$ cat config.mk
export PLATFORM = sky130hd
export DESIGN_NAME = serial_frame_decoder_flat
export DESIGN_NICKNAME = d
export VERILOG_FILES = /design/src/rtl/serial_frame_decoder_if.sv /design/src/rtl/serial_frame_decoder.sv /design/src/flat_wrapper.sv
export SDC_FILE = /design/constraint.sdc
export NUM_CORES = 1
export LEC_CHECK = 0
export BUFFER_PORTS_ARGS = -buffer_cell sky130_fd_sc_hd__buf_4
export CORE_MARGIN = 2
export CORE_UTILIZATION = 61
export CTS_CLUSTER_DIAMETER = 80
export DETAILED_ROUTE_END_ITERATION = 10
export PLACE_DENSITY = 0.8
export SLEW_MARGIN = 20
export SYNTH_ARGS = -nofsm -noshare
export SYNTH_HDL_FRONTEND = slang
export SYNTH_SLANG_ARGS = --single-unit
$ cat constraint.sdc
create_clock -name clk -period 3.1 [get_ports clk]
set_input_delay 0.62 -clock clk [delete_from_list [all_inputs] [get_ports clk]]
set_output_delay 0.62 -clock clk [all_outputs]
set_load 0.02 [all_outputs]
$ cat src/rtl/serial_frame_decoder_if.sv
// Byte stream in from the serial receiver, payload stream out to downstream.
//
// Handshake semantics:
//   Input side:  byte_ready and timeout are levels; only their rising edges
//   count. byte_in must be stable from the rising edge of byte_ready until
//   byte_ready falls.
//   Output side: out_valid/out_ready. A byte transfers on every rising clock
//   edge where out_valid && out_ready. Once out_valid is high, out_data and
//   out_last stay stable until that transfer. out_ready may be driven freely;
//   it is not allowed to depend on anything other than the downstream state.
interface serial_frame_decoder_if;
    logic [7:0] byte_in;
    logic       byte_ready;
    logic       timeout;
    logic [7:0] out_data;
    logic       out_valid;
    logic       out_ready;
    logic       out_last;

    // Receiver/downstream side (testbench or surrounding logic)
    modport master (
        output byte_in, byte_ready, timeout, out_ready,
        input  out_data, out_valid, out_last
    );

    // Decoder side
    modport slave (
        input  byte_in, byte_ready, timeout, out_ready,
        output out_data, out_valid, out_last
    );
endinterface

$ cat src/rtl/serial_frame_decoder.sv
// Serial frame decoder: hunts for HEADER, reads LEN, buffers LEN payload
// bytes, verifies CHK = (LEN + sum(payload)) mod 256, then drains the buffer
// over a valid/ready stream. Status and error outcomes are one-cycle
// registered pulses; err_cnt saturates at 8'hFF.
module serial_frame_decoder #(
    parameter logic [7:0] HEADER  = 8'hA5,
    parameter int         MAX_LEN = 16
) (
    input  logic                   clk,
    input  logic                   rst_n,
    serial_frame_decoder_if.slave  bus,
    output logic                   frame_ok,
    output logic                   err_len,
    output logic                   err_chk,
    output logic                   err_timeout,
    output logic                   err_overrun,
    output logic [7:0]             err_cnt,
    // Debug view of the FSM: 0=HUNT 1=LEN 2=PAYLOAD 3=CHK 4=DRAIN
    output logic [2:0]             state_dbg
);

    // Index width covers 0..MAX_LEN-1; keep at least one bit for MAX_LEN=1.
    localparam int IDX_W = (MAX_LEN > 1) ? $clog2(MAX_LEN) : 1;
    localparam logic [7:0]       MAX_LEN_B = 8'(MAX_LEN);
    localparam logic [IDX_W-1:0] IDX_ONE   = 1;

    typedef enum logic [2:0] {
        S_HUNT    = 3'd0,
        S_LEN     = 3'd1,
        S_PAYLOAD = 3'd2,
        S_CHK     = 3'd3,
        S_DRAIN   = 3'd4
    } state_t;

    state_t           state_q, state_d;
    logic             byte_prev_q, byte_prev_d;
    logic             tmo_prev_q, tmo_prev_d;
    logic [7:0]       len_q, len_d;
    logic [7:0]       sum_q, sum_d;
    logic [IDX_W-1:0] wr_idx_q, wr_idx_d;
    logic [IDX_W-1:0] rd_idx_q, rd_idx_d;
    logic             frame_ok_q, frame_ok_d;
    logic             err_len_q, err_len_d;
    logic             err_chk_q, err_chk_d;
    logic             err_tmo_q, err_tmo_d;
    logic             err_ovr_q, err_ovr_d;
    logic [7:0]       err_cnt_q, err_cnt_d;

    // Payload buffer; contents are don't-care after reset.
    logic [7:0]       frame_buf [MAX_LEN];
    logic             buf_we;

    logic             byte_stb;
    logic             tmo_stb;
    logic [7:0]       len_last;
    logic             in_drain;
    logic             any_err_q;

    assign byte_stb  = bus.byte_ready & ~byte_prev_q;
    assign tmo_stb   = bus.timeout & ~tmo_prev_q;
    assign len_last  = len_q - 8'd1;
    assign in_drain  = (state_q == S_DRAIN);
    assign any_err_q = err_len_q | err_chk_q | err_tmo_q | err_ovr_q;

    // Next-state, datapath updates and registered-pulse requests
    always_comb begin
        state_d     = state_q;
        byte_prev_d = bus.byte_ready;
        tmo_prev_d  = bus.timeout;
        len_d       = len_q;
        sum_d       = sum_q;
        wr_idx_d    = wr_idx_q;
        rd_idx_d    = rd_idx_q;
        frame_ok_d  = 1'b0;
        err_len_d   = 1'b0;
        err_chk_d   = 1'b0;
        err_tmo_d   = 1'b0;
        err_ovr_d   = 1'b0;
        buf_we      = 1'b0;

        // One increment per cycle with any error pulse showing.
        err_cnt_d = err_cnt_q;
        if (any_err_q && (err_cnt_q != 8'hFF)) begin
            err_cnt_d = err_cnt_q + 8'd1;
        end

        case (state_q)
            S_HUNT: begin
                // A simultaneous timeout discards the byte even here.
                if (byte_stb && !tmo_stb && (bus.byte_in == HEADER)) begin
                    state_d = S_LEN;
                end
            end

            S_LEN: begin
                if (tmo_stb) begin
                    err_tmo_d = 1'b1;
                    state_d   = S_HUNT;
                end else if (byte_stb) begin
                    if ((bus.byte_in >= 8'd1) && (bus.byte_in <= MAX_LEN_B)) begin
                        len_d    = bus.byte_in;
                        sum_d    = bus.byte_in;
                        wr_idx_d = '0;
                        state_d  = S_PAYLOAD;
                    end else begin
                        err_len_d = 1'b1;
                        state_d   = S_HUNT;
                    end
                end
            end

            S_PAYLOAD: begin
                if (tmo_stb) begin
                    err_tmo_d = 1'b1;
                    state_d   = S_HUNT;
                end else if (byte_stb) begin
                    buf_we   = 1'b1;
                    sum_d    = sum_q + bus.byte_in;
                    wr_idx_d = wr_idx_q + IDX_ONE;
                    if (8'(wr_idx_q) == len_last) begin
                        state_d = S_CHK;
                    end
                end
            end

            S_CHK: begin
                if (tmo_stb) begin
                    err_tmo_d = 1'b1;
                    state_d   = S_HUNT;
                end else if (byte_stb) begin
                    if (bus.byte_in == sum_q) begin
                        frame_ok_d = 1'b1;
                        rd_idx_d   = '0;
                        state_d    = S_DRAIN;
                    end else begin
                        err_chk_d = 1'b1;
                        state_d   = S_HUNT;
                    end
                end
            end

            S_DRAIN: begin
                // Bytes arriving while the buffer is still draining are lost.
                if (byte_stb && !tmo_stb) begin
                    err_ovr_d = 1'b1;
                end
                if (bus.out_ready) begin
                    rd_idx_d = rd_idx_q + IDX_ONE;
                    if (8'(rd_idx_q) == len_last) begin
                        state_d = S_HUNT;
                    end
                end
            end

            default: begin
                state_d = S_HUNT;
            end
        endcase
    end

    // Control and status registers; edge detectors reset high so levels
    // already asserted at reset release are not seen as strobes.
    always_ff @(posedge clk or negedge rst_n) begin
        if (!rst_n) begin
            state_q     <= S_HUNT;
            byte_prev_q <= 1'b1;
            tmo_prev_q  <= 1'b1;
            len_q       <= 8'd0;
            sum_q       <= 8'd0;
            wr_idx_q    <= '0;
            rd_idx_q    <= '0;
            frame_ok_q  <= 1'b0;
            err_len_q   <= 1'b0;
            err_chk_q   <= 1'b0;
            err_tmo_q   <= 1'b0;
            err_ovr_q   <= 1'b0;
            err_cnt_q   <= 8'd0;
        end else begin
            state_q     <= state_d;
            byte_prev_q <= byte_prev_d;
            tmo_prev_q  <= tmo_prev_d;
            len_q       <= len_d;
            sum_q       <= sum_d;
            wr_idx_q    <= wr_idx_d;
            rd_idx_q    <= rd_idx_d;
            frame_ok_q  <= frame_ok_d;
            err_len_q   <= err_len_d;
            err_chk_q   <= err_chk_d;
            err_tmo_q   <= err_tmo_d;
            err_ovr_q   <= err_ovr_d;
            err_cnt_q   <= err_cnt_d;
        end
    end

    // Payload buffer write port (no reset needed)
    always_ff @(posedge clk) begin
        if (buf_we) begin
            frame_buf[wr_idx_q] <= bus.byte_in;
        end
    end

    // Output stream is a pure function of registered state, so it drops to
    // idle the moment reset asserts.
    assign bus.out_valid = in_drain;
    assign bus.out_data  = in_drain ? frame_buf[rd_idx_q] : 8'h00;
    assign bus.out_last  = in_drain && (8'(rd_idx_q) == len_last);

    assign frame_ok    = frame_ok_q;
    assign err_len     = err_len_q;
    assign err_chk     = err_chk_q;
    assign err_timeout = err_tmo_q;
    assign err_overrun = err_ovr_q;
    assign err_cnt     = err_cnt_q;
    assign state_dbg   = state_q;

endmodule

$ cat src/flat_wrapper.sv
// flat-port wrapper written by rule: the top's interface ports become plain ports
module serial_frame_decoder_flat 
#(
    parameter logic [7:0] HEADER  = 8'hA5,
    parameter int         MAX_LEN = 16
)
  (clk, rst_n, frame_ok, err_len, err_chk, err_timeout, err_overrun, err_cnt, state_dbg, bus_byte_in, bus_byte_ready, bus_timeout, bus_out_ready, bus_out_data, bus_out_valid, bus_out_last);
  serial_frame_decoder_if bus_i ();
  input  logic clk;
  input  logic rst_n;
  output logic frame_ok;
  output logic err_len;
  output logic err_chk;
  output logic err_timeout;
  output logic err_overrun;
  output logic [7:0] err_cnt;
  output logic [2:0] state_dbg;
  input wire logic [$bits(bus_i.byte_in)-1:0] bus_byte_in;
  input wire logic [$bits(bus_i.byte_ready)-1:0] bus_byte_ready;
  input wire logic [$bits(bus_i.timeout)-1:0] bus_timeout;
  input wire logic [$bits(bus_i.out_ready)-1:0] bus_out_ready;
  output wire logic [$bits(bus_i.out_data)-1:0] bus_out_data;
  output wire logic [$bits(bus_i.out_valid)-1:0] bus_out_valid;
  output wire logic [$bits(bus_i.out_last)-1:0] bus_out_last;
  assign bus_i.byte_in = bus_byte_in;
  assign bus_i.byte_ready = bus_byte_ready;
  assign bus_i.timeout = bus_timeout;
  assign bus_i.out_ready = bus_out_ready;
  assign bus_out_data = bus_i.out_data;
  assign bus_out_valid = bus_i.out_valid;
  assign bus_out_last = bus_i.out_last;
  serial_frame_decoder #(.HEADER(HEADER), .MAX_LEN(MAX_LEN)) u_core (.clk(clk), .rst_n(rst_n), .bus(bus_i), .frame_ok(frame_ok), .err_len(err_len), .err_chk(err_chk), .err_timeout(err_timeout), .err_overrun(err_overrun), .err_cnt(err_cnt), .state_dbg(state_dbg));
endmodule
# Word level (Yosys, flattened, before mapping)
# Memory sizes are Yosys's and may differ from the RTL's.
# Cells that the tools add are included.
# classes
n_lt_le_gt_ge	2
n_shift	0
addsub	5
n_eq_ne	24
n_reduce_logical	14
muxes	52
mul	0
n_bitwise	8
div_mod_pow	0
# ops
operator	count
two-way mux 8 bit	6
two-way mux 4 bit	9
two-way mux 3 bit	11
two-way mux 1 bit	21
== test 4 x 8 -> 1 bit	2
case mux 4 bit (2 select lines)	2
case mux 8 bit (2 select lines)	1
case mux 3 bit (5 select lines)	1
!= test 2 x 1 -> 1 bit (second input constant)	6
!= test 3 x 1 -> 1 bit (second input constant)	4
!= test 2 bit (second input constant)	5
adder 4 x 1 -> 4 bit (second input constant)	2
adder 8 x 1 -> 8 bit (second input constant)	1
adder 8 bit	1
== test 8 bit	1
== test 8 bit (second input constant)	1
>= comparator 8 x 1 -> 1 bit (second input constant)	1
<= comparator 8 x 5 -> 1 bit (second input constant)	1
!= test 8 bit (second input constant)	1
subtractor 8 x 1 -> 8 bit (second input constant)	1
AND reduction 7 bit	1
== test 3 x 2 -> 1 bit (second input constant)	2
AND reduction 6 bit	1
logical AND 1 bit	5
other kinds (12)	18
# word_totals
ff_bits	42
output_inout_bits	26
latchBits	0
ramBits	128
wordCells	119
n_memories	1
romBits	0
# mem_list
memory	words	width	read_ports	rd_clocked_by_memory_dff	write_ports	line_no	text
u_core.frame_buf	16	8	1	0	1	serial_frame_decoder.sv:50	logic [7:0] frame_buf [MAX_LEN];

# Longest topological paths before layout
# logic_depth
depth_word	7
depth_mapped	9

# Least setup slack after synthesis
# Ideal clock, no wire load.
# synth_path
path_kind	register to output
start	reg u_core.len_q[0]
end	out bus_out_last
slack_ns	0.292
path_stages_with_launch	9
required_time_ns	2.480
arrival_ns	2.188
path_cell_list	dfrtp_1 -> buf_6 -> inv_1 -> ha_1 -> or4b_1 -> mux2_4 -> a2111oi_4 -> nand3_2 -> nor2_1
# synth_between
elab_chain_cells	3
# synth_lines
item	line_no	text
start: declaration	serial_frame_decoder.sv:38	logic [7:0] len_q, len_d;
start signal: assignment	serial_frame_decoder.sv:182	len_q <= len_d;
subtractor 8 x 1 -> 8 bit	serial_frame_decoder.sv:61	assign len_last = len_q - 8'd1;
== test 4 x 8 -> 1 bit	serial_frame_decoder.sv:206	assign bus.out_last = in_drain && (8'(rd_idx_q) == len_last);
logical AND 1 bit	serial_frame_decoder.sv:206	
end: declaration	flat_wrapper.sv:24	output wire logic [$bits(bus_i.out_last)-1:0] bus_out_last;
# No other way between the ends.

# Worst setup path after layout
# layout_path
start	reg u_core.rd_idx_q[0]
end	out bus_out_data[3]
# layout_between
elab_chain_cells	2
# layout_lines
item	line_no	text
start: declaration	serial_frame_decoder.sv:41	logic [IDX_W-1:0] rd_idx_q, rd_idx_d;
start signal: assignment	serial_frame_decoder.sv:185	rd_idx_q <= rd_idx_d;
memory (16 x 8 bit)	-	
two-way mux 8 bit	serial_frame_decoder.sv:205	assign bus.out_data = in_drain ? frame_buf[rd_idx_q] : 8'h00;
end: declaration	flat_wrapper.sv:22	output wire logic [$bits(bus_i.out_data)-1:0] bus_out_data;
# No other way between the ends.

==> impl_results.rst <==
.. list-table::
   :header-rows: 1

   * - Metric
     - Value
   * - Outcome
     - finished with violations
   * - Failing checks
     - setup timing
   * - Root Driver
     - clkbuf_16
   * - Vert. Die Dim
     - 114 um
   * - Number of cells in the finished layout apart from fillers
     - 686
   * - Final GP Congestion
     - 0.880
   * - Iteration count of the initial detailed-routing pass
     - 5
   * - Worst slew slack as a fraction of its limit
     - 55.8%
   * - Final cell utilization of the core
     - 73.6%
   * - Highest metal layer used by the detailed router
     - met4
   * - Most common cell after layout, fill and taps aside
     - edfxtp_1
   * - Net switching power figure
     - 0.00139 W
   * - Share of synthesized area occupied by flip-flops and latches
     - 66.3%
   * - Most frequent cells in the layout
     - 128 x edfxtp_1, 52 x buf_4, 40 x mux4_2
   * - Cell-internal power
     - 0.00425 W
   * - First-pass GRT wire length
     - 24.3 mm
   * - Minimum setup slack after placement
     - 0.270 ns
   * - Clock transition at the registers of the reported paths
     - 0.06 ns
   * - Area used by multi-input combinational logic
     - 0.00238 mm2
   * - Buffers plus inverters on the worst setup path
     - 2
   * - HPWL after detailed placement
     - 9.92 mm
   * - Ant diodes
     - 0
   * - Count of unresolved DRC violations after routing
     - 0
   * - Endpoint kind of the worst setup timing path
     - primary output
   * - Maximum net fanout on the critical path
     - 7
   * - Mean routed wirelength per cell
     - 23.3 um
   * - Total leakage power
     - 3.18 nW
   * - H-tree depth reported by CTS
     - 4
   * - Area taken by flip-flops and latches
     - 0.00490 mm2
   * - Primary FF master, synth
     - edfxtp_1
   * - Post-detailed-routing wire length
     - 16.0 mm
   * - Number of port buffers
     - 38
   * - Via Count
     - 4318
   * - Pin count of the biggest net entering global routing
     - 43
   * - Clock Skews
     - 0.00555 ns
   * - Kind of path behind the tightest hold check
     - primary input to async pin
   * - Share of flip-flops with an asynchronous set or reset
     - 24.7%
   * - Type of element launching the critical path
     - register
   * - Later-pin clock latency in the skew report
     - 0.42 ns
   * - Power density normalized to cell area
     - 643 mW/mm2
   * - Core region area
     - 0.0119 mm2
   * - Peak per-stage delay on the critical path
     - 0.55 ns
   * - Number of distinct library cell variants in the gate-level netlist after synthesis
     - 56
   * - Critical Path RT
     - 2.48 ns
   * - Peak Freq
     - 320 MHz
   * - Switching share of total power
     - 24.7%
   * - Post-synthesis instance area
     - 0.00739 mm2
   * - List of cells traversed by the critical path
     - clkbuf_16, mux4_2, mux4_2, and2_4, buf_6
   * - Placed instance count
     - 647
   * - Crit share post-route
     - 101%
   * - Fraction of final layout cells sized beyond drive strength 1
     - 29.9%
   * - Max Cap Viol
     - 0
   * - Setup repair after global routing missed its margin
     - yes
   * - Hold_ws
     - 0.178 ns
   * - Reg2Reg Launch Point
     - u_core.state_dbg[1]
   * - Logic depth of the worst setup path including buffers
     - 5
   * - Syn Inst Count
     - 457
   * - Cell family with the largest share of critical-path delay
     - multiplexers
   * - Final-report max-slew violation count
     - 0
   * - Cell repeated most along the worst path
     - mux4_2
   * - Average via count per standard cell
     - 6.29
   * - Net count reported at finish
     - 554
   * - Maximum vdd drop
     - 0.492 mV
   * - Number of ports placed on the die boundary
     - 39
   * - DIE WIDTH
     - 114 um
   * - Cell with the largest stage delay on the worst path
     - dfrtp_2
   * - Number of enable-type register cells in the synthesized netlist
     - 128
   * - CP arrival
     - 2.51 ns
   * - Worst setup path class
     - register to primary output
   * - Synthesis warning total
     - 0
   * - Power after layout
     - 0.00564 W
   * - Number of buffers between clock root and the deepest sink
     - 2
   * - Cts hold-fix bufs
     - 0
   * - Total congestion overflow after global routing
     - 0
   * - Slew at the pin closest to its max-slew limit
     - 0.663 ns
   * - Number of buffers inserted during clock tree synthesis
     - 17
   * - Final period demand of the worst path
     - 3.13 ns
   * - Area of the die
     - 0.0130 mm2
   * - Metal-1 WL
     - 6.33 mm
   * - Clock network fraction of design power
     - 39.4%
   * - Total number of clock tree sinks
     - 170
   * - Wire length on met2
     - 8.07 mm
   * - Number of global-route vias before repair
     - 4235
   * - Remaining antenna violation count
     - 0
   * - Count of fill cells added during filler insertion
     - 698
   * - Seq cells post-synth
     - 170
   * - Number of cell instances on the worst register-to-register path
     - 6
   * - Post-Syn Nets
     - 485
   * - Average instance area after synthesis
     - 16.2 um2
   * - CP Launch Point
     - u_core.rd_idx_q[0]
   * - Area growth syn-to-layout
     - 18.7%
   * - Total GRT Usage
     - 26.1%
   * - Wire length on met3
     - 1.25 mm
   * - Antenna violations before repair
     - 1
   * - DRT iter0 DRCs
     - 495
   * - Worst Slack Setup Final
     - -0.0289 ns
   * - Fraction of power consumed by combinational cells
     - 13.6%
   * - Clock tree from TritonCTS
     - yes
   * - Count of endpoints failing setup in the final report
     - 6
   * - Portion of total power attributed to sequential cells
     - 47.1%
   * - Initial Util
     - 62.0%
   * - Final-report hold violation count
     - 0
   * - Number of standard-cell rows in the floorplan
     - 40
## power by group through the flow
stage	logic [W]	clock network [W]	registers [W]
3_3_place_gp	0.000698	0	0.00269
4_1_cts	0.000761	0.00223	0.00265
3_5_place_dp	0.000727	0	0.00270
5_1_grt	0.000845	0.00232	0.00267
6_report	0.000766	0.00222	0.00266
2_1_floorplan	0.000458	0	0.00272
## state kept, by name (all words and copies together) (netlist names)
| name | cells |
|---|---|
| u_core.rd_idx_q | 4 |
| u_core.frame_buf | 128 |
| u_core.err_overrun | 1 |
| u_core.err_chk | 1 |
| u_core.frame_ok | 1 |
| u_core.err_timeout | 1 |
| u_core.len_q | 8 |
| u_core.byte_prev_q | 1 |
| u_core.state_dbg | 3 |
| u_core.err_len | 1 |
| u_core.err_cnt | 8 |
| u_core.sum_q | 8 |
| u_core.tmo_prev_q | 1 |
| u_core.wr_idx_q | 4 |
## through the flow
step	cell area (um2)	setup TNS, ns
after floorplan	7390	0
after global placement	7990	0
after global routing	8770	-0.621
after detailed placement	7990	0
final	8770	-0.113
after CTS	8660	0
## synthesized netlist by cell type (all sizes together) (8+ instances only)
library cell	n	area [um2]
nand2	26	97.6
mux4	40	901
xnor2	13	114
clkbuf	11	41.3
xor2	9	78.8
ha	14	175
nor3	15	80.1
edfxtp	128	3840
dfrtp	40	1000
and2	17	106
nor2b	8	50.1
nor2	19	71.3
o21ai	13	65.1
inv	18	67.6
## final cells by class
cell class	count	area share [%]
sequential	170	55.8
multi-input combinational	252	27.2
timing repair buffer	67	6.99
clock buffer	19	4.94
clock inverter	13	2.21
tap	147	2.10
inverter	18	0.770
## what timing repair did
action	in CTS	in global routing
cloned	0	2
endpoints found under the setup margin	9	9
hold endpoints to repair	0	0
buffers inserted	4	1
gates resized for setup	3	19
pin swaps	1	0
## path summary, 6_finish.rpt
| kind | endpoint | slack, ns |
|---|---|---|
| max | bus_out_data[3] | -0.03 |
| min | u_core.frame_ok | 0.18 |
| max reg2reg | u_core.frame_buf[12][7] | 0.65 |
| min reg2reg | u_core.sum_q[5] | 0.48 |
| max in group asynchronous | u_core.rd_idx_q[0] | 2.54 |
| min in group clk | u_core.byte_prev_q | 0.31 |
## cell families after synthesis
group                    after synthesis  share of synthesized area, %
AO/OA/AOI/OAI                         47                          4.44
flip-flops                           170                          66.3
adder cells (fa/ha/maj)               15                          2.64
buffers and inverters                 35                          1.96
XOR/XNOR                              22                          2.61
multiplexers                          47                          13.3
AND/OR/NAND/NOR                      121                          8.79
## routing by layer
layer	vias to the layer above	GRT usage (%)
li1	1900	-
met2	199	41.2
met4	0	8.78
met5	-	0
met1	2188	36.6
met3	31	6.09
Note: power is estimated with default switching activity, not from simulation.
